<file path="config.mk">
export PLATFORM = sky130hd
export DESIGN_NAME = enc_rate_ctrl
export DESIGN_NICKNAME = d
export VERILOG_FILES = /design/src/rtl/enc_rate_ctrl.sv
export SDC_FILE = /design/constraint.sdc
export NUM_CORES = 1
export LEC_CHECK = 0
export ABC_AREA = 1
export CAP_MARGIN = 20
export CORE_ASPECT_RATIO = 0.6
export CORE_MARGIN = 1.5
export CORE_UTILIZATION = 55
export CTS_CLUSTER_SIZE = 28
export DETAILED_ROUTE_END_ITERATION = 8
export PLACE_DENSITY = 0.78
export SYNTH_ARGS = -nofsm -noshare
export SYNTH_HDL_FRONTEND = slang
export SYNTH_SLANG_ARGS = --single-unit
export TNS_END_PERCENT = 5
</file>
<file path="constraint.sdc">
create_clock -name clk_sig -period 2.05 [get_ports clk_sig]
set_input_delay 0.41 -clock clk_sig [delete_from_list [all_inputs] [get_ports clk_sig]]
set_output_delay 0.41 -clock clk_sig [all_outputs]
set_load 0.01 [all_outputs]
</file>
<file path="src/rtl/enc_rate_ctrl.sv">
// Symbol-rate scheduler: produces per-bit and per-symbol clock enables for the
// convolutional encoder and serializer from a loadable divide ratio and frame length.
module enc_rate_ctrl #(
  parameter int DIV_W   = 8,
  parameter int FRAME_W = 8,
  parameter int RATE_N  = 2,
  parameter int PH_W    = $clog2(RATE_N)
) (
  input  logic               clk_sig,
  input  logic               reset_sig,
  input  logic               cfg_valid,
  output logic               cfg_ready,
  input  logic [DIV_W-1:0]   cfg_div,
  input  logic [FRAME_W-1:0] cfg_len,
  input  logic               start_sig,
  input  logic               stop_sig,
  output logic               in_tick,
  output logic               out_tick,
  output logic [PH_W-1:0]    out_phase,
  output logic               busy_sig,
  output logic               done_sig
);

  typedef enum logic [1:0] {IDLE, RUN, DONE} state_t;

  localparam logic [PH_W-1:0] PH_LAST = PH_W'(RATE_N - 1);

  state_t             state, state_nxt;
  logic [DIV_W-1:0]   div_r;
  logic [FRAME_W:0]   len_r;
  logic [DIV_W-1:0]   div_cnt;
  logic [FRAME_W-1:0] bit_cnt;
  logic               cfg_hs;
  logic               sym_wrap;
  logic               bit_wrap;
  logic               frame_end;

  function automatic logic [DIV_W-1:0] sanitize_div(input logic [DIV_W-1:0] d);
    return (d == '0) ? DIV_W'(1) : d;
  endfunction

  // A zero length means a full 2^FRAME_W-bit frame, hence the extra bit.
  function automatic logic [FRAME_W:0] sanitize_len(input logic [FRAME_W-1:0] l);
    return (l == '0) ? {1'b1, {FRAME_W{1'b0}}} : {1'b0, l};
  endfunction

  assign cfg_hs    = cfg_valid && (state == IDLE);
  assign sym_wrap  = (state == RUN) && (div_cnt == div_r - 1'b1);
  assign bit_wrap  = sym_wrap && (out_phase == PH_LAST);
  assign frame_end = bit_wrap && ({1'b0, bit_cnt} == len_r - 1'b1);

  always_ff @(posedge clk_sig or posedge reset_sig) begin
    if (reset_sig) state <= IDLE;
    else           state <= state_nxt;
  end

  // Stop wins over completion when both land on the same edge.
  always_comb begin
    state_nxt = state;
    unique case (state)
      IDLE:    if (start_sig) state_nxt = RUN;
      RUN:     if (stop_sig) state_nxt = IDLE;
               else if (frame_end) state_nxt = DONE;
      DONE:    state_nxt = IDLE;
      default: state_nxt = IDLE;
    endcase
  end

  always_ff @(posedge clk_sig or posedge reset_sig) begin
    if (reset_sig) begin
      div_r <= DIV_W'(1);
      len_r <= (FRAME_W+1)'(1);
    end else if (cfg_hs) begin
      div_r <= sanitize_div(cfg_div);
      len_r <= sanitize_len(cfg_len);
    end
  end

  // Counters only advance while staying in RUN; every other transition clears them.
  always_ff @(posedge clk_sig or posedge reset_sig) begin
    if (reset_sig) begin
      div_cnt   <= '0;
      out_phase <= '0;
      bit_cnt   <= '0;
    end else if (state == RUN && state_nxt == RUN) begin
      div_cnt <= sym_wrap ? '0 : div_cnt + 1'b1;
      if (sym_wrap) out_phase <= bit_wrap ? '0 : out_phase + 1'b1;
      if (bit_wrap) bit_cnt <= bit_cnt + 1'b1;
    end else begin
      div_cnt   <= '0;
      out_phase <= '0;
      bit_cnt   <= '0;
    end
  end

  assign out_tick  = (state == RUN) && (div_cnt == '0);
  assign in_tick   = out_tick && (out_phase == '0);
  assign busy_sig  = (state == RUN);
  assign done_sig  = (state == DONE);
  assign cfg_ready = (state == IDLE);

endmodule

</file>
# == Yosys cells after proc, flatten, opt, wreduce, memory -nomap -nowiden ==
# Cells that the tools add are included.
# W data, S select, Z words.
# classes
n_reduce_logical,11
mux,13
n_addsub,5
n_bitwise,1
n_eq_ne,7
# ops
op,count
$mux W8,5
$logic_not A8 Y1,3
$add A8 B1 Y8 const B,2
$eq A8 B9 Y1,1
$mux W9,1
$sub A9 B1 Y9 const B,1
$eq A8 B8 Y1,1
$sub A8 B1 Y8 const B,1
$logic_and A1 B1 Y1,7
$mux W2,3
$eq A2 B1 Y1 const B,2
$ne A2 B2 Y1 const B,2
$pmux W2 S2,1
$mux W1,3
$eq A2 B2 Y1 const B,1
$logic_not A2 Y1,1
$add A1 B1 Y1 const B,1
$not A1 Y1,1
# word_totals
out_inout_bits,6
in_bits,21
register_bits,36

# == Depth between registers and ports, before layout ==
# Gate-level depths: netlist of the first run.
# logic_depth
word_depth,11
mapped_depth,12

# == Least setup slack after synthesis of the first run ==
# Ideal clock, no wire load.
# synth_timing
path_kind,flip-flop to flip-flop
start,reg len_r[0]
end,reg div_cnt[0]
path_stages_with_launch,10
t_required_ns,1.924
path_slack_ns,0.179
n_path_buf,0
setup_time_ns,0.126
arrival_time_ns,1.745
cell_sequence,dfstp_2 > inv_1 > ha_1 > xnor2_1 > nor2_1 > nand3_1 > nor2_1 > nand3_4 > o21ai_4 > nor2_1
# synth_via
elab_chain_len,9
# synth_lines
item,line_no,text
"start, declared",30,logic [FRAME_W:0] len_r;
"start signal, assigned",72,len_r <= (FRAME_W+1)'(1);
"start signal, assigned",75,len_r <= sanitize_len(cfg_len);
$sub A9 B1 Y9,50,"assign frame_end = bit_wrap && ({1'b0, bit_cnt} == len_r - 1'b1);"
$eq A8 B9 Y1,50,
$logic_and A1 B1 Y1,50,
$mux W2,63,else if (frame_end) state_nxt = DONE;
$mux W2,62,RUN: if (stop_sig) state_nxt = IDLE;
$pmux W2 S2,60,unique case (state)
$eq A2 B1 Y1,85,end else if (state == RUN && state_nxt == RUN) begin
$logic_and A1 B1 Y1,85,
$mux W8,85,
"end signal, assigned",86,div_cnt <= sym_wrap ? '0 : div_cnt + 1'b1;
"end, declared",31,logic [DIV_W-1:0] div_cnt;
# Every way passes these cells.
# A chain may end at the register's enable or synchronous reset.

# == Worst setup path in the final report of the first run ==
# layout_timing
start,reg div_r[0]
end,reg bit_cnt[2]
# layout_via
elab_chain_len,11
elab_cells_between_ends,12
classes_between,1 x add/sub; 3 x eq/ne; 4 x mux; 4 x reduce/logical
# layout_lines
item,line_no,text
"start, declared",29,logic [DIV_W-1:0] div_r;
"start signal, assigned",74,div_r <= sanitize_div(cfg_div);
$sub A8 B1 Y8 (*),48,assign sym_wrap = (state == RUN) && (div_cnt == div_r - 1'b1);
$eq A8 B8 Y1 (*),48,
$logic_and A1 B1 Y1 (*),48,
$logic_and A1 B1 Y1 (*),49,assign bit_wrap = sym_wrap && (out_phase == PH_LAST);
$logic_and A1 B1 Y1,50,
$mux W2,63,
$mux W2,62,
$pmux W2 S2,60,
$eq A2 B1 Y1,85,
$logic_and A1 B1 Y1,85,
$ne A2 B2 Y1 (no line) / $mux W8 (equally long branches),--,
"end signal, assigned",88,if (bit_wrap) bit_cnt <= bit_cnt + 1'b1;
"end, declared",32,logic [FRAME_W-1:0] bit_cnt;
# Mark *: on every way between the ends. The rest lies on a longest branch, timed or not.

==> summary.md, run 1 <==
| Metric | Value |
|---|---|
| Outcome | finished clean |
| Wire length per cell | 13.64 um |
| Post-route ant nets | 0 |
| M3 GR Usage | 0.05581 |
| Final Util | 0.7216 |
| R2R depth | 10 |
| Critical path class | register to register |
| Slew HR | 0.6960 |
| Comb pwr share | 0.327 |
| CP endpoint kind | register |
| GR Overflow Total | 0 |
| Ant diodes | 0 |
| Post-synthesis xor/xnor area fraction | 0.07918 |
| Largest net degree at the start of global routing | 37 |
| Drt drc | 0 |
| Ys Warns | 0 |
| Cells after Synth | 345 |
| Psw | 727.9 uW |
| Worst-path clk slew | roughly 70 ps |
| VDD IR-drop max | ~0.42 mV |
| Std-Cell Rows | 18 |
| Via-to-Cell Ratio | 5.127 |
| Adder-Cell Fraction of Synth Area | 0.02571 |
| PD cells | 693.5 mW/mm^2 |
| Initial core utilization | 0.5841 |
| Setup TNS | 0 ps |
| FF+latch count, synth | 36 |
| Met2 usage | 0.3952 |
| Detailed Place HPWL | 4.513 mm |
| Non-filler instance count after layout | ~450 |
| H-tree Lvls | 2 |
| First-pass GRT wire length | approximately 9.6 mm |
| Clk buf depth | 2 |
| Commonest cells after routing, fill and taps aside | 90 x nand2_1, 56 x inv_1, 34 x dfrtp_1 |
| Post-Syn Area | roughly 0.0024 mm^2 |
| Max Freq | ~500 MHz |
| Sw frac | 0.3491 |
| Hold Buf Count CTS | 0 |
| Internal cell power | 1357 uW |
| Pleak | ~0.0015 uW |
| Nets@finish | 413 |
| Placed cell count | roughly 440 |
| Vias in the first global route | 2064 |
| # IOs | 27 |
| Die area | 0.004846 mm^2 |
| RR Startpoint | div_r[0]$_DFFE_PP1P_ |
| Multiplexer share of the synthesized area | 0.004627 |
| Die height | 54.53 um |
| Post-synthesis simple-gate area fraction | 0.3671 |
| Total of max-cap violations | 0 |
| Sequential share of power | 0.422 |
| RSZ-0062 raised after global routing | true |
| Worst setup path start | div_r[0]$_DFFE_PP1P_ |
| Worst Path Required | ~2300 ps |
| Hold slack | roughly 520 ps |
| Final Slew Violations | 0 |
| CTS sink cnt | 36 |
| Fillcell total | 327 |
| Global placement routability congestion | between 0.9 and 1 |
| Slew @ Worst Pin | about 460 ps |
| Drt initial violations | 140 |
| Reg-to-Reg End | bit_cnt[2]$_DFFE_PP0P_ |
| Met1 usage | 0.3989 |
| Post-Syn Area per Cell | 7.054 um^2 |
| Final setup fails | 0 |
| Root Driver | clkbuf_8 |
| Core Area | between 0.004 and 0.005 mm^2 |
| Largest family of logic cells by synthesized area | simple AND/OR/NAND/NOR gates |
| CP max FO | 8 |
| Sequential element share of the synthesized area | 0.3712 |
| Die width | between 80 and 90 um |
| CP Launch Type | register |
| CP arrival | between 2000 and 2500 ps |
| Total track usage | 0.2664 |
| Unique cell type count in the Yosys netlist | 29 |
| CTS buffer count | 5 |
| Compound-Gate Fraction of Synth Area | 0.04987 |
| Worst Skew | ~5.2 ps |
| Initial antenna violation count | 0 |
| DRT Pass-1 Iters | 5 |
| Most Used Layer, Global Route | met1 |
| HP Class | primary input to async pin |
| CP endpoint | bit_cnt[2]$_DFFE_PP0P_ |
| Via count | 2297 |
| Period Utilization, post-route | 0.9730 |
| Clk pwr share | 0.251 |
| Syn Nets | around 370 |
| Register-to-Register Setup Slack | ~55 ps |
| Commonest non-fill, non-tap cell in the layout | nand2_1 |
| IO Port Bufs | 26 |
| Area grow syn2layout | 23.55% |
| Hold Fails Final Rpt | 0 |
| Final WL | between 6 and 7 mm |
| CTS tree | done |
| Later-pin clock latency in the skew report | 290 ps |
| Final min period | around 2000 ps |
| Fraction of layout cells with a size suffix above 1 | 0.1211 |
[cells in the mapped netlist, drive strengths merged]
master  count  area, um^2
nand3      29       162.7
dfrtp      34       850.8
xor2       15       131.4
o21ai      14       81.33
a21oi       8       40.04
nor4        2       12.51
nand3b      2       15.01
nor3b       1       7.510
or2         3       18.77
mux2        1       11.26
nand4      17       106.4
inv        57       214.0
nor2       43       193.9
ha          5       62.56
clkbuf      5       18.77
xnor2       7       61.31
nand2      93       351.6
nor3        5       25.02
dfstp       2       52.55
buf         2       16.26
[worst min-delay path by stage]
stage | endpoint | slack (ps) | cells past startpoint
after floorplan | len_r[8]$_DFFE_PP0P_ | 470 | 2
after global placement | len_r[0]$_DFFE_PP1P_ | 500 | 2
after detailed placement | len_r[8]$_DFFE_PP0P_ | 500 | 2
after CTS | bit_cnt[0]$_DFFE_PP0P_ | 530 | 3
after global routing | bit_cnt[6]$_DFFE_PP0P_ | 560 | 3
final | bit_cnt[0]$_DFFE_PP0P_ | 520 | 3
[per-layer routing]
layer,part of all wire,wire [um],up-vias
met5,0,0,-
met1,0.50,3084,1030
met4,0.0090,55,0
met2,0.41,2490,89
li1,-,-,1169
met3,0.079,481,9
[registers in the layout, indices dropped and copies added, names as in the netlist]
register and cells:
len_r 9, bit_cnt 8, out_phase 1, state 2, div_r 8, div_cnt 8
[power by group through the flow]
stage | Clock [uW] | Sequential [uW] | Combinational [uW]
final | 523 | 881 | 682
after global routing | 566 | 890 | 761
after CTS | 531 | 876 | 621
after detailed placement | 0 | 888 | 617
after global placement | 0 | 887 | 597
after floorplan | 0 | 862 | 433
[repair_timing]
action / CTS / global route
pin swaps: 0 / 11
gates resized for setup: 4 / 11
gates cloned: 0 / 1
endpoints found under the setup margin: 12 / 17
setup buffers: 0 / 0
[critical path, stage by stage, from the launching register on]
cell      delay, ps
dfstp_2         560
inv_2            50
ha_4            170
nand3b_1        170
nand2_1         120
nand3_1         130
nor2_4          150
nand2_2          90
nor2_4          210
nand4_1         160
nand2_1         110
[layout make-up]
| cell class | count | area [um^2] | area share |
|---|---|---|---|
| clock buffer | 8 | 90.09 | 0.02996 |
| sequential | 36 | 903.4 | 0.3005 |
| inverter | 57 | 214.0 | 0.07116 |
| timing repair buffer | 41 | 374.1 | 0.1244 |
| multi-input combinational | 246 | 1350 | 0.4490 |
| tap | 60 | 75.07 | 0.02497 |
[stage by stage]
| step | instance area [um^2] | total power, uW | setup WS [ps] |
|---|---|---|---|
| after floorplan | 2434 | 1295 | 179.0 |
| after global placement | 2846 | 1483 | 50.28 |
| after detailed placement | 2846 | 1505 | -26.10 |
| after CTS | 2939 | 2028 | 4.970 |
| after global routing | 3007 | 2217 | -38.83 |
| final | 3007 | 2085 | 55.26 |
[logic make-up after synthesis]
family                   Yosys count
AND/OR/NAND/NOR                  195
buffers and inverters             64
flip-flops                        36
AO/OA/AOI/OAI                     22
XOR/XNOR                          22
adder cells (fa/ha/maj)            5
multiplexers                       1
(Power assumes the default switching activity.)
==> inputs of run 2 (changes only) <==
--- a/config.mk
+++ b/config.mk
@@ -10,6 +10,8 @@
 export CORE_ASPECT_RATIO = 0.6
 export CORE_MARGIN = 1.5
 export CORE_UTILIZATION = 55
+export CTS_BUF_LIST = sky130_fd_sc_hd__clkbuf_8
+export CTS_CLUSTER_DIAMETER = 80
 export CTS_CLUSTER_SIZE = 28
 export DETAILED_ROUTE_END_ITERATION = 8
 export PLACE_DENSITY = 0.78
==> run 2 against run 1 <==
  * Sequential power about the same
  * Clock power shrank 2%
  * Sequential cell count unchanged
  * Largest cell class unchanged
==> summary.md, run 2 (same netlist as run 1, synthesis figures left out) <==
| Metric | Value |
|---|---|
| Outcome | finished clean (unchanged) |
| Max Freq | 500.6 MHz (was 501.3 MHz) |
| Drt drc | 0 (unchanged) |
| Pre-CTS setup slack | -26.10 ps (unchanged) |
| Via count | 2304 (was 2297) |
| Global placement routability congestion | 0.9672 (unchanged) |
| Fin worst setup slack | 52.28 ps (was 55.26 ps) |
| Worst Skew | 4.850 ps (was 5.173 ps) |
| VDD IR-drop max | 0.4162 mV (was 0.4171 mV) |
| Number of flip-flops under the largest register name | 9 (unchanged) |
| GR Overflow Total | 0 (unchanged) |
| Post-route ant nets | 0 (unchanged) |
| CP delay by family, top | simple AND/OR/NAND/NOR gates (unchanged) |
| Die width | 88.88 um (unchanged) |
| Fillcell total | 327 (unchanged) |
| Wire length per cell | 13.66 um (was 13.64 um) |
| Buf/Inv on CP | 1 (unchanged) |
| Std-Cell Rows | 18 (unchanged) |
| Commonest non-fill, non-tap cell in the layout | nand2_1 (unchanged) |
| Die area | 0.004846 mm^2 (unchanged) |
| Pleak | 0.001525 uW (was 0.001517 uW) |
| First-pass GRT wire length | 9.577 mm (unchanged) |
| Hold Buf Count CTS | 0 (unchanged) |
| Later-pin clock latency in the skew report | 290 ps (about the same) |
| Non-filler instance count after layout | 448 (unchanged) |
| Total of max-cap violations | 0 (unchanged) |
| Period Utilization, post-route | 0.9745 (was 0.9730) |
| Final setup fails | 0 (unchanged) |
| Initial antenna violation count | 0 (unchanged) |
| Core Area | 0.004167 mm^2 (unchanged) |
| Final Slew Violations | 0 (unchanged) |
| Commonest cells after routing, fill and taps aside | 90 x nand2_1, 58 x inv_1, 34 x dfrtp_1 (was 90 x nand2_1, 56 x inv_1, 34 x dfrtp_1) |
| Critical path class | register to register (unchanged) |
| DRT Pass-1 Iters | 5 (unchanged) |
| CTS sink cnt | 36 (unchanged) |
| Fraction of layout cells with a size suffix above 1 | 0.1211 (unchanged) |
| Initial core utilization | 0.5841 (unchanged) |
| Worst-path clk slew | 70 ps (about the same) |
| Largest net degree at the start of global routing | 37 (unchanged) |
| CP max stage cell | dfstp_2 (unchanged) |
| CP max FO | 8 (unchanged) |
| Nets@finish | 413 (unchanged) |
| Post-CTS Setup Bufs | 0 (unchanged) |
| CP arrival | 2220 ps (about the same) |
| # IOs | 27 (unchanged) |
| Hold slack | 518.7 ps (was 519.1 ps) |
| Hold Fails Final Rpt | 0 (unchanged) |
| Final min period | 1998 ps (was 1995 ps) |
| Vias in the first global route | 2064 (unchanged) |
| Most flop-heavy register | len_r (unchanged) |
| Crit path cell chain | inv_2 > ha_4 > nand3b_1 > nand2_1 > nand3_1 > nor2_4 > nand2_2 > nor2_4 > nand4_1 > nand2_1 (unchanged) |
| Area grow syn2layout | 23.55% (unchanged) |
| Ant diodes | 0 (unchanged) |
| Drt initial violations | 140 (unchanged) |
| CTS buffer count | 5 (unchanged) |
| H-tree Lvls | 2 (unchanged) |
| Via-to-Cell Ratio | 5.143 (was 5.127) |
| CP endpoint kind | register (unchanged) |
| Root Driver | clkbuf_8 (unchanged) |
| PD cells | 690.4 mW/mm^2 (was 693.5 mW/mm^2) |
| CTS tree | done (unchanged) |
| Slew @ Worst Pin | 456.3 ps (was 456.0 ps) |
| HP Class | primary input to async pin (unchanged) |
| Die height | 54.53 um (unchanged) |
| Detailed Place HPWL | 4.513 mm (unchanged) |
| Worst Path Required | 2280 ps (about the same) |
| Clk buf depth | 2 (unchanged) |
| Slew HR | 0.6958 (was 0.6960) |
| Total track usage | 0.2664 (unchanged) |
| Placed cell count | 439 (unchanged) |
| CP Launch Type | register (unchanged) |
| IO Port Bufs | 26 (unchanged) |
| Final WL | 6.119 mm (was 6.111 mm) |
| CP max stage delay | 560 ps (about the same) |
| RSZ-0062 raised after global routing | true (unchanged) |
## run 2: cell types whose count changed in the layout (fill, tap and decap cells not counted), sizes merged
| cell | change |
|---|---|
| clkbuf | -2 |
| inv | +2 |
## run 2: routing by layer
metal / vias up / global-route usage / wire length [um]
met5: - / 0 / 0
met4: 0 / 0.05729 / 55
met3: 9 / 0.05581 / 504
met2: 91 / 0.3952 / 2478
met1: 1036 / 0.3989 / 3080
li1: 1168 / - / -
## run 2: worst register-to-register path, cell delays in order (launching register included)
cell      delay (ps)
dfstp_2          560
inv_2             50
ha_4             170
nand3b_1         170
nand2_1          130
nand3_1          130
nor2_4           150
nand2_2           90
nor2_4           210
nand4_1          160
nand2_1          110
## run 2: area by class of cell
cell class | count | area, um^2 | share of cell area
clock inverters | 2 | 7.507 | 0.002497
well taps | 60 | 75.07 | 0.02497
inverters | 57 | 214.0 | 0.07116
clock buffers | 6 | 82.58 | 0.02747
flip-flops and latches | 36 | 903.4 | 0.3005
multi-input cells | 246 | 1350 | 0.4490
repair buffers | 41 | 374.1 | 0.1244
## run 2: stage by stage
stage | total power, uW | utilization | area [um^2] | TNS [ps]
after global placement | 1483 | 0.6832 | 2846 | 0
after floorplan | 1295 | - | 2434 | 0
after detailed placement | 1505 | 0.6832 | 2846 | -158.1
after global routing | 2208 | 0.7216 | 3007 | -196.3
final | 2076 | 0.7216 | 3007 | 0
after CTS | 2019 | 0.7054 | 2939 | 0
## run 2: timing repair
action                     4_1_cts  5_1_grt
setup endpoints to repair       12       17
gates cloned                     0        1
pin swaps                        0       11
resized for setup                4       11
## run 2: path summary, 6_finish.rpt
check	slack [ps]	start	cells after the start	to
worst max-delay path	50	div_r[0]$_DFFE_PP1P_	10	bit_cnt[2]$_DFFE_PP0P_
worst min-delay path	520	reset_sig	3	bit_cnt[0]$_DFFE_PP0P_
worst max register to register	50	div_r[0]$_DFFE_PP1P_	10	bit_cnt[2]$_DFFE_PP0P_
worst min register to register	520	len_r[0]$_DFFE_PP1P_	2	len_r[0]$_DFFE_PP1P_
max in group asynchronous	1180	reset_sig	3	len_r[0]$_DFFE_PP1P_
min in group clk_sig	520	len_r[0]$_DFFE_PP1P_	2	len_r[0]$_DFFE_PP1P_
## run 2: power by group
part / total, uW / internal, uW / switching [uW]
Combinational: 682 / 295 / 387
Clock: 513 / 264 / 249
Sequential: 881 / 788 / 92.9
